**config.mk**
```make
export PLATFORM = sky130hd
export DESIGN_NAME = matmul_stream_engine
export DESIGN_NICKNAME = d
export VERILOG_FILES = /design/src/rtl/matmul_stream_engine.sv
export SDC_FILE = /design/constraint.sdc
export NUM_CORES = 1
export LEC_CHECK = 0
export ABC_CLOCK_PERIOD_IN_PS = 7860
export BUFFER_PORTS_ARGS = -buffer_cell sky130_fd_sc_hd__buf_2
export CAP_MARGIN = 20
export CELL_PAD_IN_SITES_DETAIL_PLACEMENT = 0
export CELL_PAD_IN_SITES_GLOBAL_PLACEMENT = 1
export CORE_MARGIN = 1
export CORE_UTILIZATION = 52
export DETAILED_ROUTE_END_ITERATION = 7
export PLACE_DENSITY_LB_ADDON = 0.05
export SYNTH_ARGS = -nofsm -noshare
export SYNTH_HDL_FRONTEND = slang
export SYNTH_SLANG_ARGS = --single-unit
```
**constraint.sdc**
```tcl
create_clock -name clk -period 7.86 [get_ports clk]
set_input_delay 1.179 -clock clk [delete_from_list [all_inputs] [get_ports clk]]
set_output_delay 1.179 -clock clk [all_outputs]
set_load 0.1 [all_outputs]
```
**src/rtl/matmul_stream_engine.sv**
```systemverilog
// N x N matrix-multiply engine: loads A then B from a byte stream,
// computes C = A*B on one MAC and streams C out MSB byte first.
module matmul_stream_engine #(
    parameter int N      = 2,
    parameter int SIGNED = 0
) (
    input  logic       clk,
    input  logic       rst,
    input  logic [7:0] rx_data,
    input  logic       rx_valid,
    input  logic       tx_busy,
    output logic [7:0] tx_data,
    output logic       tx_start,
    output logic [1:0] state,
    output logic       done,
    output logic       drop
);

    localparam int ACC_W     = 16 + $clog2(N);
    localparam int OUT_BYTES = (ACC_W + 7) / 8;
    localparam int OW        = OUT_BYTES * 8;
    localparam int NN        = N * N;
    localparam int IW        = (NN > 1) ? $clog2(NN) : 1;
    localparam int KW        = (N > 1) ? $clog2(N) : 1;
    localparam int BW        = (OUT_BYTES > 1) ? $clog2(OUT_BYTES) : 1;

    localparam logic [IW-1:0] IDX_LAST = IW'(NN - 1);
    localparam logic [KW-1:0] K_LAST   = KW'(N - 1);
    localparam logic [BW-1:0] B_LAST   = BW'(OUT_BYTES - 1);

    typedef enum logic [1:0] {
        LOAD_A  = 2'd0,
        LOAD_B  = 2'd1,
        COMPUTE = 2'd2,
        SEND    = 2'd3
    } state_t;

    typedef enum logic [1:0] {
        ISSUE   = 2'd0,
        WAIT_HI = 2'd1,
        WAIT_LO = 2'd2
    } phase_t;

    state_t state_q, state_d;
    phase_t phase_q;

    logic [7:0]       a_mem [NN];
    logic [7:0]       b_mem [NN];
    logic [ACC_W-1:0] c_mem [NN];

    logic [IW-1:0]    idx, e;
    logic [KW-1:0]    i, j, k;
    logic [BW-1:0]    b;
    logic [ACC_W-1:0] acc;

    logic             load, last_load, k_last, mac_last;
    logic             byte_done, elem_last;
    logic [IW-1:0]    a_idx, b_idx, c_idx;
    logic [ACC_W-1:0] a_ext, b_ext, prod, sum;
    logic [OW-1:0]    c_ext;
    logic [7:0]       tx_byte;

    assign state = state_q;

    // The cycle carrying done already reads LOAD_A, but must not load.
    always_comb begin
        load      = rx_valid && !done &&
                    (state_q == LOAD_A || state_q == LOAD_B);
        last_load = load && (idx == IDX_LAST);
        k_last    = (k == K_LAST);
        mac_last  = k_last && (j == K_LAST) && (i == K_LAST);
        byte_done = (state_q == SEND) && (phase_q == WAIT_LO) && !tx_busy;
        elem_last = (b == B_LAST) && (e == IDX_LAST);
        a_idx     = IW'(i * N + k);
        b_idx     = IW'(k * N + j);
        c_idx     = IW'(i * N + j);
        a_ext     = (SIGNED != 0) ? ACC_W'($signed(a_mem[a_idx]))
                                  : ACC_W'(a_mem[a_idx]);
        b_ext     = (SIGNED != 0) ? ACC_W'($signed(b_mem[b_idx]))
                                  : ACC_W'(b_mem[b_idx]);
        prod      = a_ext * b_ext;
        sum       = (k == '0) ? prod : acc + prod;
        c_ext     = (SIGNED != 0) ? OW'($signed(c_mem[e]))
                                  : OW'(c_mem[e]);
        tx_byte   = c_ext[(OUT_BYTES - 1 - int'(b)) * 8 +: 8];
    end

    always_comb begin
        state_d = state_q;
        unique case (state_q)
            LOAD_A:  if (last_load) state_d = LOAD_B;
            LOAD_B:  if (last_load) state_d = COMPUTE;
            COMPUTE: if (mac_last) state_d = SEND;
            SEND:    if (byte_done && elem_last) state_d = LOAD_A;
            default: state_d = LOAD_A;
        endcase
    end

    always_ff @(posedge clk) begin
        if (rst) state_q <= LOAD_A;
        else     state_q <= state_d;
    end

    always_ff @(posedge clk) begin
        if (load && state_q == LOAD_A) a_mem[idx] <= rx_data;
        if (load && state_q == LOAD_B) b_mem[idx] <= rx_data;
        if (state_q == COMPUTE && k_last) c_mem[c_idx] <= sum;
    end

    always_ff @(posedge clk) begin
        if (rst) begin
            phase_q  <= ISSUE;
            idx      <= '0;
            e        <= '0;
            i        <= '0;
            j        <= '0;
            k        <= '0;
            b        <= '0;
            acc      <= '0;
            tx_start <= 1'b0;
            tx_data  <= '0;
            done     <= 1'b0;
            drop     <= 1'b0;
        end else begin
            tx_start <= 1'b0;
            done     <= 1'b0;
            if (rx_valid && !load) drop <= 1'b1;
            if (load) idx <= last_load ? '0 : idx + 1'b1;
            if (last_load && state_q == LOAD_B) begin
                i <= '0;
                j <= '0;
                k <= '0;
            end
            if (state_q == COMPUTE) begin
                acc <= sum;
                k   <= k_last ? '0 : k + 1'b1;
                if (k_last) begin
                    j <= (j == K_LAST) ? '0 : j + 1'b1;
                    if (j == K_LAST) i <= (i == K_LAST) ? '0 : i + 1'b1;
                end
                if (mac_last) begin
                    e       <= '0;
                    b       <= '0;
                    phase_q <= ISSUE;
                end
            end
            // One byte in flight: issue, see busy rise, see busy fall.
            if (state_q == SEND) begin
                unique case (phase_q)
                    ISSUE: if (!tx_busy) begin
                        tx_start <= 1'b1;
                        tx_data  <= tx_byte;
                        phase_q  <= WAIT_HI;
                    end
                    WAIT_HI: if (tx_busy) phase_q <= WAIT_LO;
                    WAIT_LO: if (!tx_busy) begin
                        phase_q <= ISSUE;
                        b       <= (b == B_LAST) ? '0 : b + 1'b1;
                        if (b == B_LAST) e <= (e == IDX_LAST) ? '0 : e + 1'b1;
                        if (elem_last) begin
                            done <= 1'b1;
                            idx  <= '0;
                        end
                    end
                    default: phase_q <= ISSUE;
                endcase
            end
        end
    end

endmodule

```
==> run_summary.xml <==
<?xml version="1.0" encoding="UTF-8"?>
<metrics>
  <group name="cts">
    <metric name="cts-hold-fix-buffers" unit="">0</metric>
    <metric name="root_buffer" unit="">sky130_fd_sc_hd__clkbuf_16</metric>
    <metric name="cts_made_buffers" unit="">17</metric>
    <metric name="max-clock-path-buffers" unit="">2</metric>
    <metric name="clock_latency" unit="ns">0.43</metric>
    <metric name="tritoncts" unit="">yes</metric>
    <metric name="cts_post_setup_buffers_inserted" unit="">0</metric>
    <metric name="cts-htree-levels" unit="">4</metric>
    <metric name="cts_num_sinks" unit="">173</metric>
    <metric name="post_cts_resized" unit="">0</metric>
    <metric name="clkSlewWorstSetupHoldPaths" unit="ns">0.07</metric>
  </group>
  <group name="layout">
    <metric name="core_utilization_of_the_finished_layout" unit="">0.582</metric>
    <metric name="num-fill-cells" unit="">1548</metric>
    <metric name="syn_to_final_growth" unit="%">9.56</metric>
    <metric name="n_antenna_cell" unit="">0</metric>
    <metric name="drive_gt1_frac" unit="">0.132</metric>
    <metric name="multi_input_gate_area" unit="mm2">0.00479</metric>
    <metric name="sequential_cell_area" unit="mm2">0.00479</metric>
    <metric name="final_net_count" unit="">956</metric>
  </group>
  <group name="die">
    <metric name="design.die.area" unit="mm2">0.0197</metric>
    <metric name="boundaryPins" unit="">25</metric>
    <metric name="fp-row-count" unit="">50</metric>
    <metric name="dieWidth" unit="um">140</metric>
    <metric name="die-height" unit="um">140</metric>
    <metric name="start_util" unit="">0.531</metric>
    <metric name="placeableCoreArea" unit="mm2">0.0188</metric>
  </group>
  <group name="synthesis">
    <metric name="yosysWarningCount" unit="">0</metric>
    <metric name="syn-cell-area" unit="mm2">0.00996</metric>
    <metric name="synth_area_leaders" unit="">sky130_fd_sc_hd__edfxtp_1 40%, sky130_fd_sc_hd__ha_1 8.3%, sky130_fd_sc_hd__dfxtp_1 8.2%</metric>
    <metric name="synth_top_area_frac" unit="">0.398</metric>
    <metric name="synth.most_common_cell" unit="">sky130_fd_sc_hd__edfxtp_1</metric>
    <metric name="synth_enable_flop_cells" unit="">132</metric>
    <metric name="synth.avg_cell_area" unit="um2">12.1</metric>
    <metric name="synth_nets" unit="">936</metric>
    <metric name="synth_async_sr_flop_share" unit="">0</metric>
    <metric name="ys.flop_type" unit="">sky130_fd_sc_hd__edfxtp_1</metric>
    <metric name="synth.yosys.seq_area_share" unit="">0.480</metric>
    <metric name="post-synth-top-area-cell" unit="">sky130_fd_sc_hd__edfxtp_1</metric>
    <metric name="post_synth_most_frequent_cells" unit="">132 x sky130_fd_sc_hd__edfxtp_1, 66 x sky130_fd_sc_hd__ha_1, 66 x sky130_fd_sc_hd__inv_1</metric>
    <metric name="synth_cells" unit="">821</metric>
    <metric name="ys_seq_elements" unit="">173</metric>
    <metric name="post_synth_num_cell_types" unit="">59</metric>
  </group>
  <group name="place">
    <metric name="port_buffers" unit="">24</metric>
    <metric name="post-dp-hpwl" unit="um">15100</metric>
    <metric name="routabilityCongestion" unit="">0.821</metric>
  </group>
  <group name="min_path">
    <metric name="worstHoldStart" unit="">tx_data[0]$_SDFFE_PP0P_</metric>
    <metric name="hold_path_end" unit="">tx_data[0]$_SDFFE_PP0P_</metric>
    <metric name="hold_path_depth" unit="">2</metric>
    <metric name="hold_path_class" unit="">reg2reg</metric>
  </group>
  <group name="drt">
    <metric name="first_iter_violations" unit="">302</metric>
    <metric name="route.antenna.remaining_nets" unit="">0</metric>
    <metric name="detail_route.wl_per_cell" unit="um">18.8</metric>
    <metric name="route.final.wire_length" unit="um">20500</metric>
    <metric name="via_count" unit="">6231</metric>
    <metric name="remaining_design_rule_violation_count" unit="">0</metric>
    <metric name="dr.pass1.iters" unit="">4</metric>
    <metric name="viasPerCell" unit="">5.73</metric>
  </group>
  <group name="critical_path">
    <metric name="reg2regPathDepth" unit="">20</metric>
    <metric name="reg2reg_from" unit="">j$_SDFF_PP0_</metric>
    <metric name="timing_worst_setup_path_type" unit="">reg2reg</metric>
    <metric name="critPathRequiredTime" unit="ns">8.08</metric>
    <metric name="cp_data_arrival_time" unit="ns">7.54</metric>
    <metric name="critical_path.max_fanout" unit="">13</metric>
    <metric name="setup.reg_to_reg.worst_slack" unit="ns">0.54</metric>
    <metric name="end_kind" unit="">flip-flop</metric>
    <metric name="start_kind" unit="">flip-flop</metric>
    <metric name="r2r-end" unit="">c_mem[1][15]$_DFFE_PP_</metric>
  </group>
  <group name="timing">
    <metric name="grt_setup_unrepaired" unit="">false</metric>
    <metric name="timing_worst_slew_pin_value" unit="ns">0.923</metric>
    <metric name="hold_violations" unit="">0</metric>
    <metric name="finalClockSkew" unit="ns">0.0122</metric>
    <metric name="period_share" unit="">0.931</metric>
    <metric name="setup_viol_count_final" unit="">0</metric>
    <metric name="tns" unit="ns">0</metric>
    <metric name="fmaxAchievable" unit="GHz">0.137</metric>
    <metric name="report.final.slew_viol_count" unit="">0</metric>
    <metric name="timing.max_slew.rel_slack" unit="">0.384</metric>
    <metric name="timing.final.crit_period" unit="ns">7.32</metric>
  </group>
  <group name="global_routing">
    <metric name="grt_antenna_before_repair" unit="">0</metric>
    <metric name="number_of_global_route_vias_before_repair" unit="">6319</metric>
    <metric name="grt_overflow" unit="">0</metric>
    <metric name="grt_pass1_wl" unit="um">33200</metric>
    <metric name="gr-usage-all-layers" unit="">0.222</metric>
    <metric name="grt_max_degree" unit="">39</metric>
  </group>
  <group name="run_status">
    <metric name="status" unit="">finished, final reports clean</metric>
  </group>
  <group name="run">
    <metric name="cap_viol_max_count" unit="">0</metric>
  </group>
</metrics>
logic make-up (layout without fill, tap and decap cells):
family                     Yosys count  after routing  share of synthesized area
AOI/OAI and AO/OA                  126            126                     0.0883
buffers and inverters               97            130                     0.0392
adders and majority gates          103            103                      0.157
and+or+nand+nor                    254            254                      0.127
DFF                                173            173                      0.480
muxes                               49             49                     0.0917
xor gates and xnor gates            19             19                     0.0167
cells in the final DEF, fill, tap and decap left out, drive strengths merged, types with 4 or more instances in the layout:
cell / n
mux2: 8
o211ai: 5
nor2b: 5
a21o: 10
nand2: 61
and3: 13
buf: 30
inv: 73
a22oi: 10
ha: 66
nor2: 62
fa: 37
edfxtp: 132
nand3: 22
mux4: 33
or3: 4
a21oi: 31
xnor2: 11
clkbuf: 21
o21ai: 20
dfxtp: 41
a31oi: 6
or2: 5
xor2: 8
mux2i: 8
o211a: 9
and2: 56
a211oi: 8
nor3: 12
nand4: 5
o21a: 7
worst max-delay path: stages, from the launching register on:
cell and delay (ns):
sky130_fd_sc_hd__dfxtp_1 0.78, sky130_fd_sc_hd__mux4_2 0.68, sky130_fd_sc_hd__and2_1 0.22, sky130_fd_sc_hd__fa_1 0.55
sky130_fd_sc_hd__fa_1 0.44, sky130_fd_sc_hd__fa_1 0.54, sky130_fd_sc_hd__inv_1 0.05, sky130_fd_sc_hd__fa_1 0.53
sky130_fd_sc_hd__inv_1 0.04, sky130_fd_sc_hd__ha_1 0.43, sky130_fd_sc_hd__and3_1 0.27, sky130_fd_sc_hd__a22oi_1 0.08
sky130_fd_sc_hd__a21oi_1 0.17, sky130_fd_sc_hd__xor2_1 0.23, sky130_fd_sc_hd__ha_1 0.35, sky130_fd_sc_hd__o21ai_0 0.21
sky130_fd_sc_hd__nor2_1 0.08, sky130_fd_sc_hd__o41ai_1 0.40, sky130_fd_sc_hd__mux2_2 0.39, sky130_fd_sc_hd__a311o_1 0.34
sky130_fd_sc_hd__a21oi_1 0.30
layer usage:
layer	vias to the layer above	track usage	part of all wire
met4	0	0.0544	0.0086
li1	3010	-	-
met1	3122	0.274	0.44
met3	15	0.0410	0.029
met2	84	0.400	0.52
met5	-	0	0
layout make-up:
cell class	count	area share
well taps	234	0.0268
clock buffers	21	0.0443
multi-input cells	551	0.439
repair buffers	30	0.0151
inverters	68	0.0234
flip-flops and latches	173	0.438
clock inverters	11	0.0131
worst max path at each step:
| stage | from | end | slack [ns] | depth (start not counted) |
|---|---|---|---|---|
| 3_3_place_gp | j$_SDFF_PP0_ | c_mem[0][15]$_DFFE_PP_ | 0.73 | 20 |
| 5_1_grt | j$_SDFF_PP0_ | c_mem[1][15]$_DFFE_PP_ | 0.06 | 21 |
| 6_report | j$_SDFF_PP0_ | c_mem[1][15]$_DFFE_PP_ | 0.54 | 20 |
| 2_1_floorplan | k$_SDFFE_PP0P_ | c_mem[0][15]$_DFFE_PP_ | 1.18 | 23 |
| 3_5_place_dp | j$_SDFF_PP0_ | c_mem[1][15]$_DFFE_PP_ | 0.55 | 20 |
| 4_1_cts | j$_SDFF_PP0_ | c_mem[1][15]$_DFFE_PP_ | 0.53 | 20 |
through the flow:
step | hold slack, ns | setup WS (ns) | cell area (um2) | std cells
global route | 0.495 | 0.0622 | 10900 | 1088
finish | 0.461 | 0.541 | 10900 | 1088
floorplan | 0.465 | 1.18 | 9960 | 821
CTS | 0.468 | 0.527 | 10900 | 1088
global placement | 0.444 | 0.730 | 10300 | 1056
detailed placement | 0.456 | 0.553 | 10300 | 1056
flip-flops by register name (all words and copies together), names as in the netlist:
| register | count |
|---|---|
| tx_data | 8 |
| idx | 2 |
| b | 2 |
| i | 1 |
| acc | 17 |
| tx_start | 1 |
| e | 2 |
| j | 1 |
| a_mem | 32 |
| drop | 1 |
| state | 2 |
| c_mem | 68 |
| phase_q | 2 |
| b_mem | 32 |
| done | 1 |
| k | 1 |
Power is not shown: default switching activity piles up to over one toggle a cycle in this logic, so the estimate is an artifact.
